## config.mk

```make
export PLATFORM = sky130hd
export DESIGN_NAME = score_event_sequencer
export DESIGN_NICKNAME = d
export VERILOG_FILES = /design/src/rtl/score_event_sequencer.sv
export SDC_FILE = /design/constraint.sdc
export NUM_CORES = 1
export LEC_CHECK = 0
export CORE_MARGIN = 10
export CORE_UTILIZATION = 45
export CTS_CLUSTER_SIZE = 28
export DETAILED_ROUTE_END_ITERATION = 7
export PLACE_DENSITY = 0.66
export SLEW_MARGIN = 20
export SYNTH_ARGS = -nofsm -noshare
export SYNTH_HDL_FRONTEND = slang
export SYNTH_SLANG_ARGS = --single-unit
```

## constraint.sdc

```tcl
create_clock -name clk -period 4 [get_ports clk]
set_input_delay 0.6 -clock clk [delete_from_list [all_inputs] [get_ports clk]]
set_output_delay 0.6 -clock clk [all_outputs]
set_load 0.1 [all_outputs]
```

## src/rtl/score_event_sequencer.sv

```systemverilog
// Serialises per-source collision events into spaced hit/bonus score pulses.
// Optional SCORE_EVT_STATS_EN adds saturating issued/dropped event counters.

// Per-source edge capture: pending bit, bonus flag, merge (drop) detect.
module score_evt_src (
  input  logic clk,
  input  logic resetN,
  input  logic i_hit,
  input  logic i_bonus,
  input  logic i_clr_all,
  input  logic i_clr,
  output logic o_pending,
  output logic o_bflag,
  output logic o_drop
);
  logic r_prev, r_pend, r_bflag;
  logic w_act, w_edge;

  assign w_act     = i_hit | i_bonus;
  assign w_edge    = w_act & ~r_prev & ~i_clr_all;
  assign o_drop    = w_edge & r_pend & ~i_clr;
  assign o_pending = r_pend;
  assign o_bflag   = r_bflag;

  always_ff @(posedge clk or negedge resetN) begin
    if (!resetN) begin
      r_prev  <= 1'b0;
      r_pend  <= 1'b0;
      r_bflag <= 1'b0;
    end else begin
      r_prev <= w_act;
      if (i_clr_all) begin
        r_pend  <= 1'b0;
        r_bflag <= 1'b0;
      end else if (w_edge) begin
        // a fresh edge on a source being granted starts a new event
        r_pend  <= 1'b1;
        r_bflag <= (r_pend & ~i_clr) ? (r_bflag | i_bonus) : i_bonus;
      end else if (i_clr) begin
        r_pend  <= 1'b0;
        r_bflag <= 1'b0;
      end
    end
  end
endmodule

module score_event_sequencer #(
  parameter int NUM_SRC       = 4,
  parameter int SETTLE_CYCLES = 2
) (
  input  logic                       clk,
  input  logic                       resetN,
  input  logic                       gameOver,
  input  logic                       freeze,
  input  logic [NUM_SRC-1:0]         src_hit,
  input  logic [NUM_SRC-1:0]         src_bonus,
  output logic                       score_hit,
  output logic                       score_bonus,
  output logic                       score_enable,
  output logic [$clog2(NUM_SRC)-1:0] grant_id,
  output logic [NUM_SRC-1:0]         pending,
  output logic                       busy,
`ifdef SCORE_EVT_STATS_EN
  output logic [7:0]                 evt_count,
  output logic [7:0]                 drop_count,
`endif
  output logic                       dropped
);
  localparam int GW = $clog2(NUM_SRC);

  typedef enum logic [1:0] {S_IDLE, S_ISSUE, S_SETTLE} state_t;

  state_t             r_state, w_state_nxt;
  logic [3:0]         r_cnt, w_cnt_nxt;
  logic [GW-1:0]      r_last, w_pick, w_idx;
  logic               w_found, w_arb_ok, w_issue;
  logic [NUM_SRC-1:0] w_bflag, w_drop, w_clr;

  for (genvar i = 0; i < NUM_SRC; i++) begin : g_src
    score_evt_src u_src (
      .clk      (clk),
      .resetN   (resetN),
      .i_hit    (src_hit[i]),
      .i_bonus  (src_bonus[i]),
      .i_clr_all(gameOver),
      .i_clr    (w_clr[i]),
      .o_pending(pending[i]),
      .o_bflag  (w_bflag[i]),
      .o_drop   (w_drop[i])
    );
  end

  // round-robin: first pending source after the last one served
  always_comb begin
    w_pick  = '0;
    w_idx   = '0;
    w_found = 1'b0;
    for (int k = 1; k <= NUM_SRC; k++) begin
      w_idx = GW'((int'(r_last) + k) % NUM_SRC);
      if (!w_found && pending[w_idx]) begin
        w_found = 1'b1;
        w_pick  = w_idx;
      end
    end
  end

  assign w_arb_ok = w_found & ~freeze & ~gameOver;

  // the last settle cycle arbitrates like IDLE, giving one pulse per SETTLE+1 clocks
  always_comb begin
    w_state_nxt = r_state;
    w_cnt_nxt   = r_cnt;
    w_issue     = 1'b0;
    case (r_state)
      S_IDLE: if (w_arb_ok) begin
        w_state_nxt = S_ISSUE;
        w_issue     = 1'b1;
      end
      S_ISSUE: begin
        w_state_nxt = S_SETTLE;
        w_cnt_nxt   = 4'(SETTLE_CYCLES);
      end
      S_SETTLE: begin
        if (r_cnt > 4'd1) begin
          w_cnt_nxt = r_cnt - 4'd1;
        end else begin
          w_cnt_nxt = '0;
          if (w_arb_ok) begin
            w_state_nxt = S_ISSUE;
            w_issue     = 1'b1;
          end else begin
            w_state_nxt = S_IDLE;
          end
        end
      end
      default: w_state_nxt = S_IDLE;
    endcase
    if (gameOver) begin
      w_state_nxt = S_IDLE;
      w_cnt_nxt   = '0;
      w_issue     = 1'b0;
    end
  end

  assign w_clr = w_issue ? (NUM_SRC'(1) << w_pick) : '0;

  always_ff @(posedge clk or negedge resetN) begin
    if (!resetN) begin
      r_state      <= S_IDLE;
      r_cnt        <= '0;
      r_last       <= GW'(NUM_SRC - 1);
      score_hit    <= 1'b0;
      score_bonus  <= 1'b0;
      score_enable <= 1'b0;
      grant_id     <= '0;
      busy         <= 1'b0;
      dropped      <= 1'b0;
    end else begin
      r_state      <= w_state_nxt;
      r_cnt        <= w_cnt_nxt;
      score_enable <= w_issue;
      score_bonus  <= w_issue &  w_bflag[w_pick];
      score_hit    <= w_issue & ~w_bflag[w_pick];
      busy         <= (w_state_nxt != S_IDLE);
      dropped      <= |w_drop;
      if (w_issue) begin
        grant_id <= w_pick;
        r_last   <= w_pick;
      end
    end
  end

`ifdef SCORE_EVT_STATS_EN
  always_ff @(posedge clk or negedge resetN) begin
    if (!resetN) begin
      evt_count  <= '0;
      drop_count <= '0;
    end else if (gameOver) begin
      evt_count  <= '0;
      drop_count <= '0;
    end else begin
      if (w_issue && evt_count != 8'hFF)     evt_count  <= evt_count + 8'd1;
      if (|w_drop && drop_count != 8'hFF)    drop_count <= drop_count + 8'd1;
    end
  end
`endif
endmodule

```

# Word level (Yosys, flattened, before mapping)

Index checks and enable logic that the tools add are counted.

Logic and storage cells: 147
Output and inout bits: 11
Register bits after elaboration: 27
Input port bits: 12

Reductions and logical operators: 14
Equality and inequality tests: 2
Shifts and indexed selects: 1
Bitwise gates (word level): 43
Add/sub/neg operators: 5
Order comparisons: 6
Multiplexer cells: 55

Operators by type and width:

| kind                | number |
|---|---|
| $mux 1              | 37 |
| $and 1x1->1         | 24 |
| $lt 2x3->1 const B  | 5 |
| $reduce_bool 3->1   | 5 |
| $mux 2              | 7 |
| $mux 4              | 3 |
| $not 1->1           | 11 |
| $bmux 1 s2          | 5 |
| $or 1x1->1          | 8 |
| $pmux 4 s2          | 1 |
| $pmux 2 s3          | 1 |
| $add 2x1->2 const B | 2 |
| $add 2x2->2 const B | 2 |
| $gt 4x1->1 const B  | 1 |
| $reduce_or 4->1     | 1 |
| $shl 1x2->4 const A | 1 |
| $sub 4x1->4 const B | 1 |
| $logic_and 1x1->1   | 3 |
| $logic_not 1->1     | 3 |
| $eq 2x1->1 const B  | 1 |
| $eq 2x2->1 const B  | 1 |
| $logic_not 2->1     | 1 |
| $pmux 1 s2          | 1 |
| $reduce_bool 2->1   | 1 |

# Depth between registers and ports, before layout

Gate-level depths: netlist of run 1.

Depth in word-level cells: 25
Mapped depth: 8
Gate-level depth less buffers: 8

# By module

Synthesis of run 1 repeated with hierarchy kept, for this count alone.

Cell total of the unflattened synthesis: 137
Area total of the unflattened synthesis: 1,371.3 µm²

Modules (own cells, without submodules):

| module                | times used | seq. area each (µm²) | area an instance (µm²) | cells an instance |
|---|---|---|---|---|
| score_event_sequencer | 1          | 377.9                | 835.8                  | 89 |
| score_evt_src         | 4          | 75.1                 | 133.9                  | 12 |

# Worst setup path after synthesis of run 1

OpenSTA, ideal clock, no wires.

Path kind: input-to-reg
Start point: in gameOver
End point: reg dropped
Library setup time: 128 ps
Arrival: 1,573 ps
Stages on the path: 6
Path slack: 2,299 ps
Path buffers: 1
Required time: 3,872 ps
Cells stage by stage: buf_2 > nor3_2 > a21boi_2 > nand3_2 > o31ai_2 > nand3_1

Cells in the longest elaborated chain, start to end: 10
Elaborated cells between the ends (all ways): 24
Those cells by class: mux (5); bitwise (18); reduce/logical (1)

Ends and longest elaborated chain:

| what                   | line     | text |
|---|---|---|
| start: declaration     | 53       | `input logic gameOver,` |
| $not 1->1              | 20, 107  |  |
| $and 1x1->1            | 107      | `assign w_arb_ok = w_found & ~freeze & ~gameOver;` |
| $mux 1                 | 115, 128 |  |
| $mux 1                 | 124      | `if (r_cnt > 4'd1) begin` |
| $pmux 1 s2             | 114      | `case (r_state)` |
| $mux 1                 | 138      | `if (gameOver) begin` |
| $mux 4                 | 145      | `assign w_clr = w_issue ? (NUM_SRC'(1) << w_pick) : '0;` |
| $not 1->1              | 21       | `assign o_drop = w_edge & r_pend & ~i_clr;` |
| $and 1x1->1            | 21       |  |
| $reduce_or 4->1 (*)    | 165      | `dropped <= \|w_drop;` |
| end signal: assignment | 165      |  |
| end: declaration       | 67       | `output logic dropped` |

Mark *: on every way between the ends. The rest lies on a longest branch, timed or not.
A chain may end at the register's enable or synchronous reset.

# Worst setup path after layout of run 1

Start point: reg g_src[0].u_src.r_pend
End point: out pending[0]

RTL lines:

| what                     | line | text |
|---|---|---|
| start: declaration       | 16   | `logic r_prev, r_pend, r_bflag;` |
| start signal: assignment | 28   | `r_pend <= 1'b0;` |
| start signal: assignment | 33   | `r_pend <= 1'b0;` |
| start signal: assignment | 37   | `r_pend <= 1'b1;` |
| end: declaration         | 61   | `output logic [NUM_SRC-1:0] pending,` |

No word-level cell between the ends.

==> results.txt, run 1 <==
run status -> finished, final reports clean
DPL Wire Length -> 2280 µm
Critical R2R Launch -> r_cnt[1]$_DFFE_PN0P_
Routed Wire Length -> 2990 µm
DRC errors left -> 0
Relative slew margins -> 0.347
Req. time, crit path -> 3.40 ns
net count after synthesis -> 165
YS warnings -> 0
DRT iter0 DRCs -> 64
max_cap viols -> 0
register area -> 678 µm²
critical path's slowest cell -> clkdlybuf4s50_1
starting density of the core -> 0.481
vias in the first global route -> 1059
CP Class -> flip-flop to output port
total clock sinks -> 27
synth top area cells -> dfrtp_1 (42%), nand2b_1 (4.6%), dfstp_2 (3.5%), a21oi_1 (3.4%), mux2i_1 (2.7%)
TritonCTS clock tree -> yes
initial antenna violation count -> 0
Area Growth Syn to Fin -> 15.4%
final total power -> 685 µW
CP Max Fanout -> 11
maximum clock rate -> 364 MHz
count of state elements after synthesis -> 27
final antenna-violating net count -> 0
DIE HEIGHT -> 77.6 µm
critical hold path startpoint -> grant_id[0]$_DFFE_PN0P_
Final min period -> 2.75 ns
Die Area -> 6020 µm²
Static Leak -> 0.700 nW
layout cells sized above 1 -> 0.127
WL/cell -> 14.2 µm
Skew-Pair Late Insertion Delay -> 0.33 ns
RD Place Congestion -> 0.852
Post-Syn Area -> 1490 µm²
Hold Path Depth -> 1
first-pass GRT wire length -> 5150 µm
Syn Inst Count -> 151
CP top delay family -> buffers and inverters
final max-slew violation count -> 0
Final period util -> 0.687
crit path DAT -> 2.15 ns
H-tree Lvls -> 1
post-CTS resize count -> 0
clock root cell -> clkbuf_4
pin count of the biggest net entering global routing -> 28
cell breakdown of the critical path -> clkdlybuf4s50_1
CP Capture Type -> output port
Power per Cell Area -> 398 nW/µm²
Slew @ Worst Pin -> 0.977 ns
worst hold endpoint -> grant_id[0]$_DFFE_PN0P_
port bufs -> 22
endpoints failing hold -> 0
final setup skew -> 0.00651 ns
R2R depth -> 7
std cell rows -> 20
post-CTS setup buffers -> 0
final setup TNS -> 0 ns
core box area -> 3100 µm²
Netlist cell types -> 47
most frequent cells in the layout -> dfrtp_1 (25), clkdlybuf4s50_1 (22), nand2b_1 (11)
n_diodes -> 0
hold crit path type -> flip-flop to flip-flop
maximum VDD drop -> 150 µV
grt total ovfl -> 0
cts hold-fix bufs -> 0
RSZ-0062 raised after global routing -> no
Clock Path Buffers -> 2
max incr delay on CP -> 1.22 ns
routed vias/inst -> 5.37
Die Wd -> 77.6 µm
Mapped Avg Cell Area -> 9.88 µm²
FF-to-FF End -> g_src[2].u_src.o_bflag$_DFFE_PN0P_
R2R Setup Slk -> 2.15 ns
cts bufs inserted -> 3
area leader, netlist -> dfrtp_1
CP Launch Type -> flip-flop
I/O pin count -> 23
total track usage -> 0.102
Setup Viol. Count Final -> 0
FILL cells -> 302
commonest non-fill, non-tap cell in the layout -> dfrtp_1
Initial DRT Pass Iterations -> 4
nets -> 181
register area share after synthesis -> 0.455
vias -> 1127
area of the multi-input gates -> 701 µm²
clock-pin slew on the worst setup and hold paths -> 0.14 ns
Synth top area share -> 0.419
Buf/Inv on CP -> 1
-- sequential cells by signal (all words and copies together), names as in the netlist, 2 cells and up --
signal	count
g_src.u_src.o_bflag	4
g_src.u_src.o_pending	4
g_src.u_src.r_prev	4
grant_id	2
r_cnt	4
r_last	2
r_state	2
-- final cells by class --
class | instances | area share
Clock buffer | 4 | 0.0153
Inverter | 9 | 0.0196
Multi-Input combinational cell | 103 | 0.407
Sequential cell | 27 | 0.394
Tap cell | 44 | 0.0320
Timing Repair Buffer | 23 | 0.132
-- cells by family (layout without fill, tap and decap cells) --
family	count (synthesis)	in the layout	synth area share
compound gates	46	46	0.233
fa+ha+maj	2	2	0.0168
buf+inv	21	36	0.0755
flops	27	27	0.455
mux	4	4	0.0268
simple gates	51	51	0.193
-- layer usage --
layer,track usage,vias to the layer above,share of wire
met5,0,-,0
met2,0.156,26,0.44
met1,0.131,537,0.49
met4,0.0328,0,0.010
met3,0.0357,4,0.062
li1,-,560,-
-- synthesized netlist by cell type, drive strengths merged --
master and count:
dfrtp 25, a21oi 11, nand2b 11, buf 9, inv 9, nor2 9, nand2 8, o21ai 8
o21a 5, a31oi 4, and2 4, mux2i 4, nand3 4, nor3 4, or2 4, clkbuf 3
a211oi 2, a21boi 2, dfstp 2, ha 2, nor3b 2, o21bai 2, o221ai 2, o31ai 2
a21o 1, a2bb2oi 1, a311o 1, a311oi 1, a31o 1, and3b 1, nand3b 1, nor2b 1
nor4 1, o211ai 1, o22a 1, o22ai 1, or3 1
-- stage by stage --
stage                     hold slack (ns)  cells   util  area, µm²  setup slack [ns]
final                               0.511    210  0.555       1720              1.25
after global routing                0.551    210  0.555       1720              1.17
after CTS                           0.513    210  0.555       1720              1.24
after detailed placement            0.482    206  0.546       1700              1.35
after global placement              0.476    206  0.546       1700              1.45
after floorplan                     0.304    151      -       1490              2.30
-- worst max path at each step --
| stage | cells after the start | start | to | slack [ns] |
|---|---|---|---|---|
| 6_report | 1 | g_src[0].u_src.o_pending$_DFFE_PN0P_ | pending[0] | 1.25 |
| 5_1_grt | 1 | g_src[0].u_src.o_pending$_DFFE_PN0P_ | pending[0] | 1.17 |
| 4_1_cts | 1 | g_src[0].u_src.o_pending$_DFFE_PN0P_ | pending[0] | 1.24 |
| 3_5_place_dp | 6 | gameOver | g_src[2].u_src.o_bflag$_DFFE_PN0P_ | 1.35 |
| 3_3_place_gp | 6 | gameOver | g_src[3].u_src.o_bflag$_DFFE_PN0P_ | 1.45 |
| 2_1_floorplan | 6 | gameOver | dropped$_DFF_PN0_ | 2.30 |
-- report_power, final --
group          switching (mW)  total [mW]  internal, mW
Sequential             0.0324       0.336         0.303
Combinational           0.157       0.231        0.0741
Clock                  0.0795       0.119        0.0391
Total                   0.269       0.685         0.416
(Power assumes the default switching activity.)
==> inputs of run 2 (changes only) <==
--- a/config.mk
+++ b/config.mk
@@ -9,7 +9,7 @@
 export CORE_UTILIZATION = 45
 export CTS_CLUSTER_SIZE = 28
 export DETAILED_ROUTE_END_ITERATION = 7
-export PLACE_DENSITY = 0.66
+export PLACE_DENSITY = 0.68
 export SLEW_MARGIN = 20
 export SYNTH_ARGS = -nofsm -noshare
 export SYNTH_HDL_FRONTEND = slang
==> constraint.sdc (replaced) <==
create_clock -name clk -period 2.4 [get_ports clk]
set_input_delay 0.36 -clock clk [delete_from_list [all_inputs] [get_ports clk]]
set_output_delay 0.36 -clock clk [all_outputs]
set_load 0.1 [all_outputs]
==> results.txt, run 2 (synthesized netlist as in run 1, its figures left out) <==
Slew @ Worst Pin -> 0.386 ns
port bufs -> 22
CP Max Fanout -> 11
pin count of the biggest net entering global routing -> 28
first-pass GRT wire length -> 5350 µm
final setup skew -> 0.00218 ns
DRT iter0 DRCs -> 76
Relative slew margins -> 0.742
endpoints failing hold -> 0
commonest non-fill, non-tap cell in the layout -> dfrtp_1
total clock sinks -> 27
gr busiest metal -> met2
post-CTS resize count -> 0
initial antenna violation count -> 0
most frequent cells in the layout -> dfrtp_1 (25), buf_4 (13), nand2b_1 (11), clkdlybuf4s50_1 (11), a21oi_1 (10)
I/O pin count -> 23
final antenna-violating net count -> 0
post-CTS setup buffers -> 0
crit path DAT -> 2.12 ns
maximum clock rate -> 542 MHz
Final min period -> 1.84 ns
Power per Cell Area -> 667 nW/µm²
met1 Use GR -> 0.137
Req. time, crit path -> 2.67 ns
met2 Use GR -> 0.166
DPL Wire Length -> 2310 µm
DIE HEIGHT -> 77.6 µm
routed vias/inst -> 5.41
H-tree Lvls -> 1
CP Capture Type -> flip-flop
vias -> 1142
Die Wd -> 77.6 µm
TritonCTS clock tree -> yes
WL/cell -> 14.3 µm
Static Leak -> 0.723 nW
final setup TNS -> 0 ns
n_diodes -> 0
Critical R2R Launch -> r_last[1]$_DFFE_PN1P_
final instance area -> 1700 µm²
met3 usage -> 0.0253
Setup Viol. Count Final -> 0
Area Growth Syn to Fin -> 14.1%
CP Class -> flip-flop to flip-flop
cts bufs inserted -> 3
maximum VDD drop -> 209 µV
Critical Path Start -> r_last[1]$_DFFE_PN1P_
vias in the first global route -> 1123
total track usage -> 0.106
final max-slew violation count -> 0
std cell rows -> 20
starting density of the core -> 0.481
cts hold-fix bufs -> 0
Clock Path Buffers -> 2
Initial DRT Pass Iterations -> 4
CP Launch Type -> flip-flop
DRC errors left -> 0
layout cells sized above 1 -> 0.198
Final period util -> 0.768
hold crit path type -> input port to asynchronous set/reset pin
RSZ-0062 raised after global routing -> no
grt total ovfl -> 0
max_cap viols -> 0
clock root cell -> clkbuf_4
Skew-Pair Late Insertion Delay -> 0.32 ns
RD Place Congestion -> 0.824
placed cell area -> 1680 µm²
core box area -> 3100 µm²
clock-pin slew on the worst setup and hold paths -> 0.14 ns
run status -> finished, final reports clean
nets -> 182
Die Area -> 6020 µm²
Routed Wire Length -> 3010 µm
-- run 2: cell count changes in the layout (fill, tap and decap cells not counted), sizes merged --
cell	previous run	this run
clkdlybuf4s50	22	11
buf	1	13
-- run 2: layout make-up --
type | count | area [µm²]
Tap cell | 44 | 55.1
Multi-Input combinational cell | 103 | 701
Sequential cell | 27 | 678
Timing Repair Buffer | 24 | 208
Inverter | 9 | 33.8
Fill cell | 295 | 1400
Clock buffer | 4 | 26.3
-- run 2: final timing paths --
kind / cells after the start / to / slack [ns]
min reg2reg: 1 / grant_id[0]$_DFFE_PN0P_ / 0.52
min in group clk: 1 / grant_id[0]$_DFFE_PN0P_ / 0.52
max reg2reg: 5 / score_bonus$_DFF_PN0_ / 0.56
max: 5 / score_bonus$_DFF_PN0_ / 0.56
min: 2 / busy$_DFF_PN0_ / 0.39
max in group asynchronous: 2 / r_last[1]$_DFFE_PN1P_ / 1.72
-- run 2: power by group --
part           switching, mW  internal (mW)  leakage [nW]
logic                  0.262          0.117         0.364
registers             0.0566          0.505         0.345
clock network          0.128         0.0651        0.0150
-- run 2: per-stage QoR --
stage	setup WS (ns)	std cells	hold WS, ns	power, mW	utilization
after floorplan	0.807	151	0.0644	0.865	-
after global placement	0.490	207	0.481	0.942	0.540
after detailed placement	0.422	207	0.492	0.952	0.540
after CTS	0.571	211	0.391	1.15	0.548
after global routing	0.309	211	0.401	1.20	0.548
final	0.557	211	0.391	1.13	0.548
-- run 2: worst max-delay path, stage by stage, from the launching register on --
cell,delay (ns)
dfstp_2,0.66
mux2i_1,0.23
o22a_1,0.18
o21a_1,0.25
mux2i_1,0.31
and2_1,0.16
-- run 2: layer usage --
metal / share of wire / vias up
met2: 0.49 / 27
met3: 0.046 / 2
met5: 0 / -
met1: 0.46 / 551
met4: 0.0060 / 0
li1: - / 562
